--- src/rtl/cla_pkg.sv ---
// Shared definitions for the multi-precision CLA sequencer.
//   LIMB_W          : width of one adder limb
//   cla_seq_state_t : sequencer FSM states
//   limb_sel()      : pick limb idx out of a (zero-extended) wide operand
package cla_pkg;

  localparam int unsigned LIMB_W    = 32;
  localparam int unsigned MAX_WORDS = 16;
  localparam int unsigned MAX_IDX_W = 4;
  localparam int unsigned SEL_W     = LIMB_W * MAX_WORDS;

  typedef enum logic [1:0] {
    IDLE = 2'd0,
    RUN  = 2'd1,
    DONE = 2'd2
  } cla_seq_state_t;

  // Limb mux shared by both operands; callers zero-extend to SEL_W.
  function automatic logic [LIMB_W-1:0] limb_sel(input logic [SEL_W-1:0]     v,
                                                 input logic [MAX_IDX_W-1:0] idx);
    return v[32'(idx)*LIMB_W +: LIMB_W];
  endfunction

endpackage

--- src/rtl/cla32.sv ---
// 32-bit combinational carry-lookahead adder.
//   A, B : addends
//   Cin  : carry in
//   S    : sum (mod 2^32)
//   Cout : carry out of bit 31
module cla32 (
  input  logic [31:0] A,
  input  logic [31:0] B,
  input  logic        Cin,
  output logic [31:0] S,
  output logic        Cout
);

  localparam int unsigned N  = 32;
  localparam int unsigned NG = 8;

  logic [N-1:0]  w_g;
  logic [N-1:0]  w_p;
  logic [N:0]    w_c;
  logic [NG:0]   w_gc;
  logic [NG-1:0] w_gg;
  logic [NG-1:0] w_gp;

  assign w_g = A & B;
  assign w_p = A ^ B;

  // 4-bit groups: group generate/propagate chain the group carries,
  // bit carries inside a group are derived from the group carry-in.
  always_comb begin
    w_gc    = '0;
    w_gg    = '0;
    w_gp    = '0;
    w_c     = '0;
    w_gc[0] = Cin;
    for (int g = 0; g < int'(NG); g++) begin
      w_gg[g] = w_g[4*g+3]
              | (w_p[4*g+3] & w_g[4*g+2])
              | (w_p[4*g+3] & w_p[4*g+2] & w_g[4*g+1])
              | (w_p[4*g+3] & w_p[4*g+2] & w_p[4*g+1] & w_g[4*g]);
      w_gp[g]     = &w_p[4*g +: 4];
      w_gc[g+1]   = w_gg[g] | (w_gp[g] & w_gc[g]);
      w_c[4*g]    = w_gc[g];
      for (int k = 0; k < 3; k++) begin
        w_c[4*g+k+1] = w_g[4*g+k] | (w_p[4*g+k] & w_c[4*g+k]);
      end
    end
    w_c[N] = w_gc[NG];
  end

  assign S    = w_p ^ w_c[N-1:0];
  assign Cout = w_c[N];

endmodule

--- src/rtl/cla_mp_seq.sv ---
// Multi-precision add/subtract sequencer: one cla32 is time-shared over
// WORDS limbs, LSB limb first, with the carry held between limbs.
//   clk, rst_n      : clock, synchronous active-low reset
//   start, sub, cin : request, subtract select, carry in (add only)
//   a, b            : WORDS*32-bit operands, captured on accepted start
//   busy, done      : handshake (busy while not IDLE, done one-cycle pulse)
//   sum, cout, ovf  : result, final carry (1 = no borrow on sub), signed overflow
module cla_mp_seq
  import cla_pkg::*;
#(
  parameter int unsigned WORDS = 4
) (
  input  logic                    clk,
  input  logic                    rst_n,
  input  logic                    start,
  input  logic                    sub,
  input  logic                    cin,
  input  logic [LIMB_W*WORDS-1:0] a,
  input  logic [LIMB_W*WORDS-1:0] b,
  output logic                    busy,
  output logic                    done,
  output logic [LIMB_W*WORDS-1:0] sum,
  output logic                    cout,
  output logic                    ovf
);

  localparam int unsigned DATA_W = LIMB_W * WORDS;
  localparam int unsigned IDX_W  = (WORDS > 1) ? $clog2(WORDS) : 1;

  cla_seq_state_t    r_state;
  logic [DATA_W-1:0] r_a;
  logic [DATA_W-1:0] r_b;
  logic              r_sub;
  logic [IDX_W-1:0]  r_idx;
  logic              r_carry;
  logic              r_busy;
  logic              r_done;
  logic [DATA_W-1:0] r_sum;
  logic              r_cout;
  logic              r_ovf;

  logic [LIMB_W-1:0] w_a_limb;
  logic [LIMB_W-1:0] w_b_limb;
  logic [LIMB_W-1:0] w_s;
  logic              w_cout;
  logic              w_last;

  // Current limb of each operand; B is inverted for subtraction.
  assign w_a_limb = limb_sel(SEL_W'(r_a), MAX_IDX_W'(r_idx));
  assign w_b_limb = limb_sel(SEL_W'(r_b), MAX_IDX_W'(r_idx)) ^ {LIMB_W{r_sub}};
  assign w_last   = (r_idx == IDX_W'(WORDS - 1));

  cla32 u_cla32 (
    .A    (w_a_limb),
    .B    (w_b_limb),
    .Cin  (r_carry),
    .S    (w_s),
    .Cout (w_cout)
  );

  // Sequencer FSM with registered handshake and result.
  always_ff @(posedge clk) begin
    if (!rst_n) begin
      r_state <= IDLE;
      r_a     <= '0;
      r_b     <= '0;
      r_sub   <= 1'b0;
      r_idx   <= '0;
      r_carry <= 1'b0;
      r_busy  <= 1'b0;
      r_done  <= 1'b0;
      r_sum   <= '0;
      r_cout  <= 1'b0;
      r_ovf   <= 1'b0;
    end else begin
      case (r_state)
        IDLE: begin
          if (start) begin
            r_state <= RUN;
            r_busy  <= 1'b1;
            r_a     <= a;
            r_b     <= b;
            r_sub   <= sub;
            r_idx   <= '0;
            r_carry <= sub | cin;
            r_sum   <= '0;
            r_cout  <= 1'b0;
            r_ovf   <= 1'b0;
          end
        end
        RUN: begin
          for (int i = 0; i < int'(WORDS); i++) begin
            if (r_idx == IDX_W'(i)) r_sum[i*LIMB_W +: LIMB_W] <= w_s;
          end
          r_carry <= w_cout;
          r_idx   <= r_idx + IDX_W'(1);
          if (w_last) begin
            r_state <= DONE;
            r_done  <= 1'b1;
            r_cout  <= w_cout;
            // Signed overflow: operands agree in sign, result sign differs.
            r_ovf   <= (w_a_limb[LIMB_W-1] == w_b_limb[LIMB_W-1]) &&
                       (w_s[LIMB_W-1] != w_a_limb[LIMB_W-1]);
          end
        end
        DONE: begin
          r_state <= IDLE;
          r_done  <= 1'b0;
          r_busy  <= 1'b0;
        end
        default: begin
          r_state <= IDLE;
          r_done  <= 1'b0;
          r_busy  <= 1'b0;
        end
      endcase
    end
  end

  assign busy = r_busy;
  assign done = r_done;
  assign sum  = r_sum;
  assign cout = r_cout;
  assign ovf  = r_ovf;

endmodule

--- config.mk ---
export PLATFORM = sky130hd
export DESIGN_NAME = cla_mp_seq
export DESIGN_NICKNAME = d
export VERILOG_FILES = /design/src/rtl/cla_pkg.sv /design/src/rtl/cla32.sv /design/src/rtl/cla_mp_seq.sv
export SDC_FILE = /design/constraint.sdc
export NUM_CORES = 1
export LEC_CHECK = 0
export BUFFER_PORTS_ARGS = -buffer_cell sky130_fd_sc_hd__buf_2
export CAP_MARGIN = 25
export CORE_MARGIN = 5
export CORE_UTILIZATION = 25
export CTS_BUF_LIST = sky130_fd_sc_hd__clkbuf_4 sky130_fd_sc_hd__clkbuf_8
export DETAILED_ROUTE_END_ITERATION = 8
export PLACE_DENSITY = 0.52
export SETUP_SLACK_MARGIN = 0.4
export SLEW_MARGIN = 15
export SYNTH_ARGS = -nofsm -noshare
export SYNTH_HDL_FRONTEND = slang
export SYNTH_SLANG_ARGS = --single-unit
--- constraint.sdc ---
create_clock -name clk -period 5.1 [get_ports clk]
set_input_delay 0.51 -clock clk [delete_from_list [all_inputs] [get_ports clk]]
set_output_delay 0.51 -clock clk [all_outputs]
set_load 0.01 [all_outputs]
==> flow_summary.json, run 1 <==
{
  "first_pass_iters": 5,
  "drc": 0,
  "worstPathCellList": "buf_8 > buf_4 > mux4_2 > xor2_2 > ha_1 > a21oi_1 > nor2_1 > o311ai_2 > nand2_1 > fa_2 > fa_1 > fa_2 > xnor2_1 > buf_4 > nor2_4 > a22oi_1 > nor2b_1",
  "mostFrequentLayoutCells": "nand2_1 (560), dfxtp_1 (391), buf_2 (391), a21boi_1 (253), nor2b_1 (103)",
  "crit_required_ns": 5.63,
  "power_density_nw_per_um2": 351,
  "syn_nets": 2225,
  "htreeDepth": 3,
  "drtIter0Drc": 770,
  "r2r-end": "sum[11]",
  "synthesis.area_um2": 17800,
  "synthToLayoutAreaGrowth_pct": 27.2,
  "netlist.area_leader.share_pct": 44.4,
  "maxCapViolations": 0,
  "worstPathMaxFanout": 5,
  "ios": 393,
  "final_antenna_net_count": 0,
  "p_leak_nw": 9.27,
  "arrival_ns": 5.08,
  "port_buffers": 392,
  "drive_gt1_share_pct": 30.4,
  "finalHoldViolCount": 0,
  "fmax_mhz": 220,
  "worstHoldStart": "b[20]",
  "synthAdderAreaFrac_pct": 5.24,
  "status": "completed",
  "synthMuxAreaShare_pct": 8.12,
  "path_clk_slew_ns": 0.06,
  "dpl_cell_area_um2": 20600,
  "critical_path_class": "flop to flop",
  "synth_top_family_by_area": "simple AND/OR/NAND/NOR gates",
  "path_buf_inv": 3,
  "worstSetupEndpointType": "flop",
  "hold_end": "r_b[20]",
  "layout_commonest_cell": "nand2_1",
  "synthTopCellsByArea": "dfxtp_1 (44%), nand2_1 (12%), a21boi_1 (11%)",
  "tightest_slew_ns": 1.05,
  "chipWidth_um": 276,
  "swShare_pct": 28.7,
  "netlist_instances": 1904,
  "yosys.area_share.simple_pct": 18.0,
  "vias_per_cell": 4.54,
  "start_util_pct": 25.3,
  "slew_violations": 0,
  "clk_path_buf_depth": 3,
  "max_slew_margin_pct": 29.6,
  "hpwl_um": 48400,
  "cp_top_family": "adder cells",
  "cts_sinks": 394,
  "worstReg2RegStart": "r_idx[0]",
  "rrSetupSlack_ns": 0.55,
  "combPwrFrac_pct": 17.5,
  "dp_slack_ns": -0.110,
  "peakVddDrop_mv": 0.171,
  "grt_max_degree": 167,
  "fill_cells": 7324,
  "grt_pass1_vias": 15161,
  "finalCriticalPeriod_ns": 4.55,
  "place_congestion": 0.810,
  "clockRootBuffer": "clkbuf_8",
  "holdWs_ns": 0.0955,
  "gr-usage-all-layers_pct": 16.1,
  "cts_hold_buffers": 0,
  "setup_viol": 0,
  "seqPwrFrac_pct": 42.2,
  "yosysWarnings": 0,
  "wl_um": 64400,
  "vias": 14840,
  "p_clk_share_pct": 40.3,
  "insertion_delay_ns": 0.65,
  "synth_cell_types": 48,
  "setup_ws_ns": 0.551,
  "min-delay-path-class": "primary input to flop",
  "yosysSeqAreaShare_pct": 44.4,
  "grt-ovfl-total": 0,
  "ys_ff_latch": 394,
  "p_switching_mw": 2.28,
  "synth_compound_area_share_pct": 17.6,
  "row_count": 97,
  "design_area_um2": 22600,
  "core_um2": 70300,
  "slowest_stage": "mux4_2",
  "critical-path-max-stage-delay_ns": 0.52,
  "period_share_pct": 89.2,
  "skew_ns": 0.0340,
  "die_h_um": 276,
  "rsz0062_at_grt": "false",
  "synth_xor_area_share_pct": 2.02,
  "antenna_found_initial": 8,
  "p_int_mw": 5.65,
  "wl_per_cell_um": 19.7,
  "cp-start-kind": "flop",
  "avgSynthCellArea_um2": 9.32,
  "ff2ff_path_depth": 17,
  "finalNetCount": 2594,
  "hold_depth": 3,
  "cts-buffers-inserted": 74,
  "cts_tree": "built",
  "dieArea_um2": 76400,
  "yosysTopAreaCell": "dfxtp_1",
  "grt_pass1_wl_um": 95000
}
==> flip-flops by register name (all words and copies together), names as in the netlist, 2 cells and up <==
name and cells:
sum 128, r_state 2, r_b 128, r_a 128
r_idx 2
==> through the flow <==
stage	setup TNS [ns]	power, mW	std cells	utilization, %
3_5_place_dp	-1.02	4.74	3123	29.3
5_1_grt	0	8.31	3266	32.1
4_1_cts	0	8.01	3261	31.8
6_report	0	7.93	3267	32.1
2_1_floorplan	0	4.15	1904	-
3_3_place_gp	-0.637	4.71	3121	29.2
==> layer usage <==
| layer | share of wire (%) | GRT usage (%) | routed length, um | up-vias |
|---|---|---|---|---|
| met5 | 0.020 | 0 | 13 | - |
| met4 | 2.7 | 4.70 | 1750 | 2 |
| met3 | 5.2 | 3.68 | 3330 | 87 |
| met2 | 49 | 27.9 | 31700 | 396 |
| met1 | 43 | 20.2 | 27500 | 7180 |
| li1 | - | - | - | 7175 |
==> synth_stat cells (all sizes together) <==
cell type  number
nand2         562
ha             36
xor2           34
o22ai           1
a221o           1
a221oi          1
nor3b           2
a31o            1
o311ai          1
or3             1
a21oi          33
nor4            1
buf            86
a21boi        286
clkbuf         62
nor4b           1
o21bai          1
inv            19
o31ai           1
nor2           31
nor2b         105
nand4           4
a31oi           2
o211ai          1
o21ai           8
or2             3
a21o            9
mux4           64
nand3          26
nor3            6
and2            5
and3            3
dfxtp         394
a22oi          82
xnor2           7
fa             24
==> logic make-up after synthesis <==
| kind of cell | Yosys count |
|---|---|
| mux | 64 |
| xor+xnor | 41 |
| fa+ha+maj | 60 |
| flops | 394 |
| simple gates | 750 |
| compound gates | 428 |
| buf+inv | 167 |
==> worst min-delay path, cell delays in order <==
cell      delay, ns
buf_2          0.09
nand2_1        0.04
a21boi_1       0.05
==> power groups by stage <==
stage	clock network, mW	logic [mW]	registers (mW)
after floorplan	0	0.764	3.39
final	3.19	1.39	3.34
after CTS	3.29	1.38	3.34
after global routing	3.43	1.52	3.36
after global placement	0	1.30	3.41
after detailed placement	0	1.33	3.41
==> how the worst max path moves through the flow <==
stage,endpoint,slack [ns],depth (start not counted),start
floorplan,sum[127],0.45,18,r_idx[0]
global placement,sum[91],-0.07,17,r_idx[0]
detailed placement,sum[91],-0.11,17,r_idx[0]
CTS,sum[91],0.37,18,r_idx[0]
global route,sum[11],0.38,17,r_idx[0]
finish,sum[11],0.55,17,r_idx[0]
==> what timing repair did <==
action,CTS,global route
setup buffers,12,1
resized for setup,36,34
setup endpoints to repair,53,49
pin swaps,14,29
==> area by class of cell <==
type,count,area (um^2),area share (%)
multi-input cells,1343,9420,41.7
flip-flops and latches,394,7900,35.0
repair buffers,441,2480,11.0
clock buffers,113,1410,6.25
well taps,940,1180,5.21
clock inverters,13,123,0.543
inverters,19,71.3,0.316
diodes,4,10.0,0.0443
Note: power is estimated with default switching activity, not from simulation.
==> inputs of run 2 (changes only) <==
clock period = 5.2 ns   (was 5.1 ns; I/O delays follow)
==> run 2 against run 1 <==
Fmax is 2.9% lower. Critical path depth is 2 higher. Global-route usage is 0.50 points higher. First-iteration DRC count is 27% higher. Routed wire length is 3.1% higher. Register-to-register slack worse by 0.04 ns. Core utilization is 0.25 points higher.
==> flow_summary.json, run 2 (synthesis results as in run 1) <==
{
  "critical_path_class": "flop to flop",
  "cp-start-kind": "flop",
  "rsz0062_at_grt": "true",
  "first_pass_iters": 5,
  "top_layer_used": "met5",
  "chipWidth_um": 276,
  "drc": 0,
  "htreeDepth": 3,
  "core_um2": 70300,
  "crit_required_ns": 5.73,
  "drtIter0Drc": 975,
  "cts_hold_buffers": 0,
  "worstSetupEndpointType": "flop",
  "skew_ns": 0.0352,
  "fill_cells": 7344,
  "row_count": 97,
  "cts_sinks": 394,
  "grt_max_degree": 192,
  "p_leak_nw": 9.37,
  "hpwl_um": 48900,
  "cts-buffers-inserted": 72,
  "die_h_um": 276,
  "max_slew_margin_pct": 32.5,
  "postLayoutCoreUtil_pct": 32.4,
  "antenna_found_initial": 6,
  "design_area_um2": 22800,
  "worstPathMaxFanout": 6,
  "clk_path_buf_depth": 3,
  "synthToLayoutAreaGrowth_pct": 28.2,
  "slew_violations": 0,
  "critical-path-max-stage-delay_ns": 0.56,
  "min-delay-path-class": "primary input to flop",
  "fmax_mhz": 213,
  "layout_commonest_cell": "nand2_1",
  "gr-usage-all-layers_pct": 16.6,
  "status": "completed",
  "path_clk_slew_ns": 0.06,
  "insertion_delay_ns": 0.65,
  "drive_gt1_share_pct": 30.3,
  "grt-ovfl-total": 0,
  "met1_length_um": 27800,
  "ios": 393,
  "start_util_pct": 25.3,
  "peakVddDrop_mv": 0.148,
  "cp_top_family": "adder cells",
  "wl_um": 66300,
  "place_congestion": 0.828,
  "vias_per_cell": 4.57,
  "clockRootBuffer": "clkbuf_8",
  "dieArea_um2": 76400,
  "period_share_pct": 90.1,
  "worstPathCellList": "buf_12 > clkbuf_16 > buf_4 > mux4_2 > ha_4 > a21oi_2 > nor2_1 > o311ai_2 > buf_4 > a31oi_4 > nor2b_2 > inv_1 > fa_1 > fa_1 > fa_2 > xnor2_4 > nor2_4 > a22oi_1 > nor2b_1",
  "setup_viol": 0,
  "instances_no_fill": 3272,
  "wl_met2_um": 32700,
  "vias": 14968,
  "dp.cells": 3116,
  "tightest_slew_ns": 1.01,
  "grt_pass1_wl_um": 97400,
  "multiInputGateArea_um2": 9430,
  "dpl_cell_area_um2": 20500,
  "maxCapViolations": 0,
  "power_density_nw_per_um2": 347,
  "cts_tree": "built",
  "slowest_stage": "mux4_2",
  "route.met3.wl_um": 4300,
  "port_buffers": 392,
  "register_area_um2": 7900,
  "arrival_ns": 5.21,
  "grt_pass1_vias": 15497,
  "finalNetCount": 2595,
  "mostFrequentLayoutCells": "nand2_1 (558), dfxtp_1 (391), buf_2 (391), a21boi_1 (253), nor2b_1 (103)",
  "final_antenna_net_count": 0,
  "path_buf_inv": 5,
  "finalCriticalPeriod_ns": 4.69,
  "finalHoldViolCount": 0,
  "wl_per_cell_um": 20.3
}
## run 2: cell count changes in the layout (fill, tap and decap cells not counted), moves of 3 or more
cell	change
a22oi_1	+9
a22oi_2	-9
clkbuf_8	+8
fa_1	+6
fa_2	-6
xor2_1	-5
clkbuf_4	-4
xor2_2	+4
buf_16	+3
clkinv_2	-3
nor2_2	+3
## run 2: final cells by class
class	count	area share, %
multi-input combinational	1343	41.4
sequential	394	34.7
timing repair buffer	444	11.3
clock buffer	117	6.55
tap	940	5.17
clock inverter	11	0.517
inverter	19	0.313
antenna	4	0.0440
## run 2: worst min-delay path, stage by stage
cell      delay (ns)
buf_2           0.10
nand2_1         0.04
a21boi_1        0.05
## run 2: per-layer routing
metal	track usage (%)	up-vias
met2	28.9	451
met4	4.98	2
li1	-	7174
met1	20.6	7254
met5	0	-
met3	3.99	87
## run 2: path summary, 6_finish.rpt
path,startpoint,to,slack [ns],cells past startpoint
max reg2reg,r_idx[0],sum[19],0.51,19
max,r_idx[0],sum[19],0.51,19
min reg2reg,sum[120],sum[120],0.45,2
min,b[33],r_b[33],0.11,3
## run 2: per-stage QoR
step                setup TNS (ns)  total power [mW]  setup WS (ns)  hold WS [ns]
finish                           0              7.90          0.514         0.108
global route                     0              8.29          0.358        0.0584
global placement                 0              4.61         0.0108         0.439
CTS                              0              7.98          0.371        0.0237
detailed placement          -0.150              4.64        -0.0498         0.443
floorplan                        0              4.07          0.548         0.432
## run 2: power breakdown
group / internal (mW) / switching, mW
combinational: 0.544 / 0.829
clock: 1.91 / 1.34
sequential: 3.18 / 0.0984
## run 2: what timing repair did
action | CTS | global route
pin swaps | 5 | 18
gates cloned | 1 | 2
resized for setup | 24 | 40
buffers inserted | 11 | 10
setup endpoints to repair | 49 | 45
==> inputs of run 3 (changes only) <==
==> constraint.sdc (replaced) <==
create_clock -name clk -period 5.2 [get_ports clk]
set_input_delay 0 -clock clk [delete_from_list [all_inputs] [get_ports clk]]
set_output_delay 0 -clock clk [all_outputs]
set_load 0.01 [all_outputs]
==> run 3 against run 2 <==
Flip-flop and latch count unchanged. Largest power group unchanged. Count of clock-buffer cells in the layout is 1 lower. Critical path type unchanged. Largest cell class unchanged. Power increased by 2.7%.
==> flow_summary.json, run 3 (synthesis results as in run 1) <==
{
  "status": "completed",
  "path_clk_slew_ns": 0.06,
  "ios": 393,
  "arrival_ns": 5.16,
  "layout_commonest_cell": "nand2_1",
  "worstReg2RegStart": "r_idx[0]",
  "grt_pass1_wl_um": 104000,
  "drtIter0Drc": 973,
  "worstPathMaxFanout": 6,
  "grt_max_degree": 180,
  "drive_gt1_share_pct": 26.3,
  "setup_viol": 0,
  "first_pass_iters": 5,
  "cts_sinks": 394,
  "power_density_nw_per_um2": 314,
  "tightest_slew_ns": 1.00,
  "max_slew_margin_pct": 33.1,
  "holdWs_ns": 0.143,
  "antenna_found_initial": 4,
  "die_h_um": 276,
  "wl_met2_um": 34500,
  "grt-ovfl-total": 0,
  "hold_depth": 4,
  "finalCriticalPeriod_ns": 4.58,
  "period_share_pct": 88.1,
  "critical_path_class": "flop to flop",
  "min-delay-path-class": "primary input to flop",
  "clk_path_buf_depth": 3,
  "cts-buffers-inserted": 74,
  "finalNetCount": 2912,
  "synthToLayoutAreaGrowth_pct": 45.6,
  "slew_violations": 0,
  "drc": 0,
  "hold_end": "r_a[72]",
  "gr-usage-all-layers_pct": 17.7,
  "worstSetupEndpointType": "flop",
  "vias": 16499,
  "fin_setup_tns_ns": 0,
  "wl_per_cell_um": 19.6,
  "route.met3.wl_um": 4220,
  "p_leak_nw": 10.8,
  "rsz0062_at_grt": "false",
  "peakVddDrop_mv": 0.156,
  "hpwl_um": 48600,
  "dieArea_um2": 76400,
  "cp-start-kind": "flop",
  "skew_ns": 0.0366,
  "cts_tree": "built",
  "port_buffers": 392,
  "chipWidth_um": 276,
  "crit_required_ns": 5.78,
  "setup_ws_ns": 0.621,
  "mostFrequentLayoutCells": "nand2_1 (559), dfxtp_1 (391), buf_2 (391), dlygate4sd3_1 (321), a21boi_1 (252)",
  "top_layer_used": "met4",
  "grt_pass1_vias": 17132,
  "ff2ff_path_depth": 18,
  "place_congestion": 0.830,
  "dp_slack_ns": 0.0165,
  "core_um2": 70300,
  "worstHoldStart": "a[72]",
  "rrSetupSlack_ns": 0.62,
  "htreeDepth": 3,
  "vias_per_cell": 4.60,
  "insertion_delay_ns": 0.65,
  "maxCapViolations": 0,
  "final_antenna_net_count": 0,
  "r2r-end": "sum[91]",
  "wl_um": 70400,
  "fmax_mhz": 218,
  "finalHoldViolCount": 0,
  "start_util_pct": 25.3,
  "clockRootBuffer": "clkbuf_8",
  "met1_length_um": 29000,
  "row_count": 97
}
run 3: layout make-up:
cell class / count / area, um^2
timing repair buffer: 759 / 5740
fill: 7001 / 44400
multi-input combinational: 1343 / 9370
inverter: 19 / 71.3
antenna: 4 / 10.0
tap: 940 / 1180
clock buffer: 116 / 1420
clock inverter: 12 / 166
sequential: 394 / 7900
run 3: worst max-delay path by stage:
stage                     endpoint  cells past startpoint      from  slack [ns]
after floorplan           sum[127]                     18  r_idx[0]        0.55
after detailed placement   sum[31]                     17  r_idx[0]        0.02
after global placement     sum[95]                     17  r_idx[0]        0.01
after global routing      sum[123]                     18  r_idx[0]        0.39
after CTS                  sum[31]                     18  r_idx[0]        0.40
final                      sum[91]                     18  r_idx[0]        0.62
run 3: stage by stage:
stage,power (mW),instance area (um^2),util [%],std cells
finish,8.12,25900,36.8,3587
global route,8.50,25800,36.8,3586
CTS,8.17,25600,36.4,3573
detailed placement,4.64,20500,29.2,3114
global placement,4.61,20500,29.1,3111
floorplan,4.07,17800,-,1904
run 3: power by group:
group | internal [mW] | switching, mW | total (mW) | leakage (nW)
registers | 3.18 | 0.100 | 3.28 | 3.22
logic | 0.707 | 0.873 | 1.58 | 6.71
clock network | 1.92 | 1.34 | 3.26 | 0.844
total | 5.81 | 2.31 | 8.12 | 10.8
run 3: metal layers:
metal | track usage, % | vias to the layer above
met5 | 0 | -
met4 | 7.48 | 0
met3 | 3.77 | 144
met2 | 30.7 | 567
met1 | 21.3 | 7965
li1 | - | 7823
run 3: critical path: stages, from the launching register on:
cell      delay, ns
dfxtp_4        0.40
buf_12         0.14
buf_12         0.12
buf_4          0.12
mux4_2         0.54
xor2_1         0.17
ha_1           0.36
a21oi_1        0.19
a21boi_2       0.27
a31oi_4        0.15
nor2_2         0.18
nor2_1         0.09
fa_2           0.37
fa_2           0.41
fa_2           0.37
xnor2_2        0.15
nor2_2         0.18
a22oi_1        0.11
nor2b_1        0.15
run 3: timing repair:
item	4_1_cts	5_1_grt
buffers inserted	9	10
resized for setup	32	30
cloned	1	0
hold buffers	321	0
pin swaps	9	29
endpoints found under the setup margin	49	46
endpoints found under the hold margin	335	0
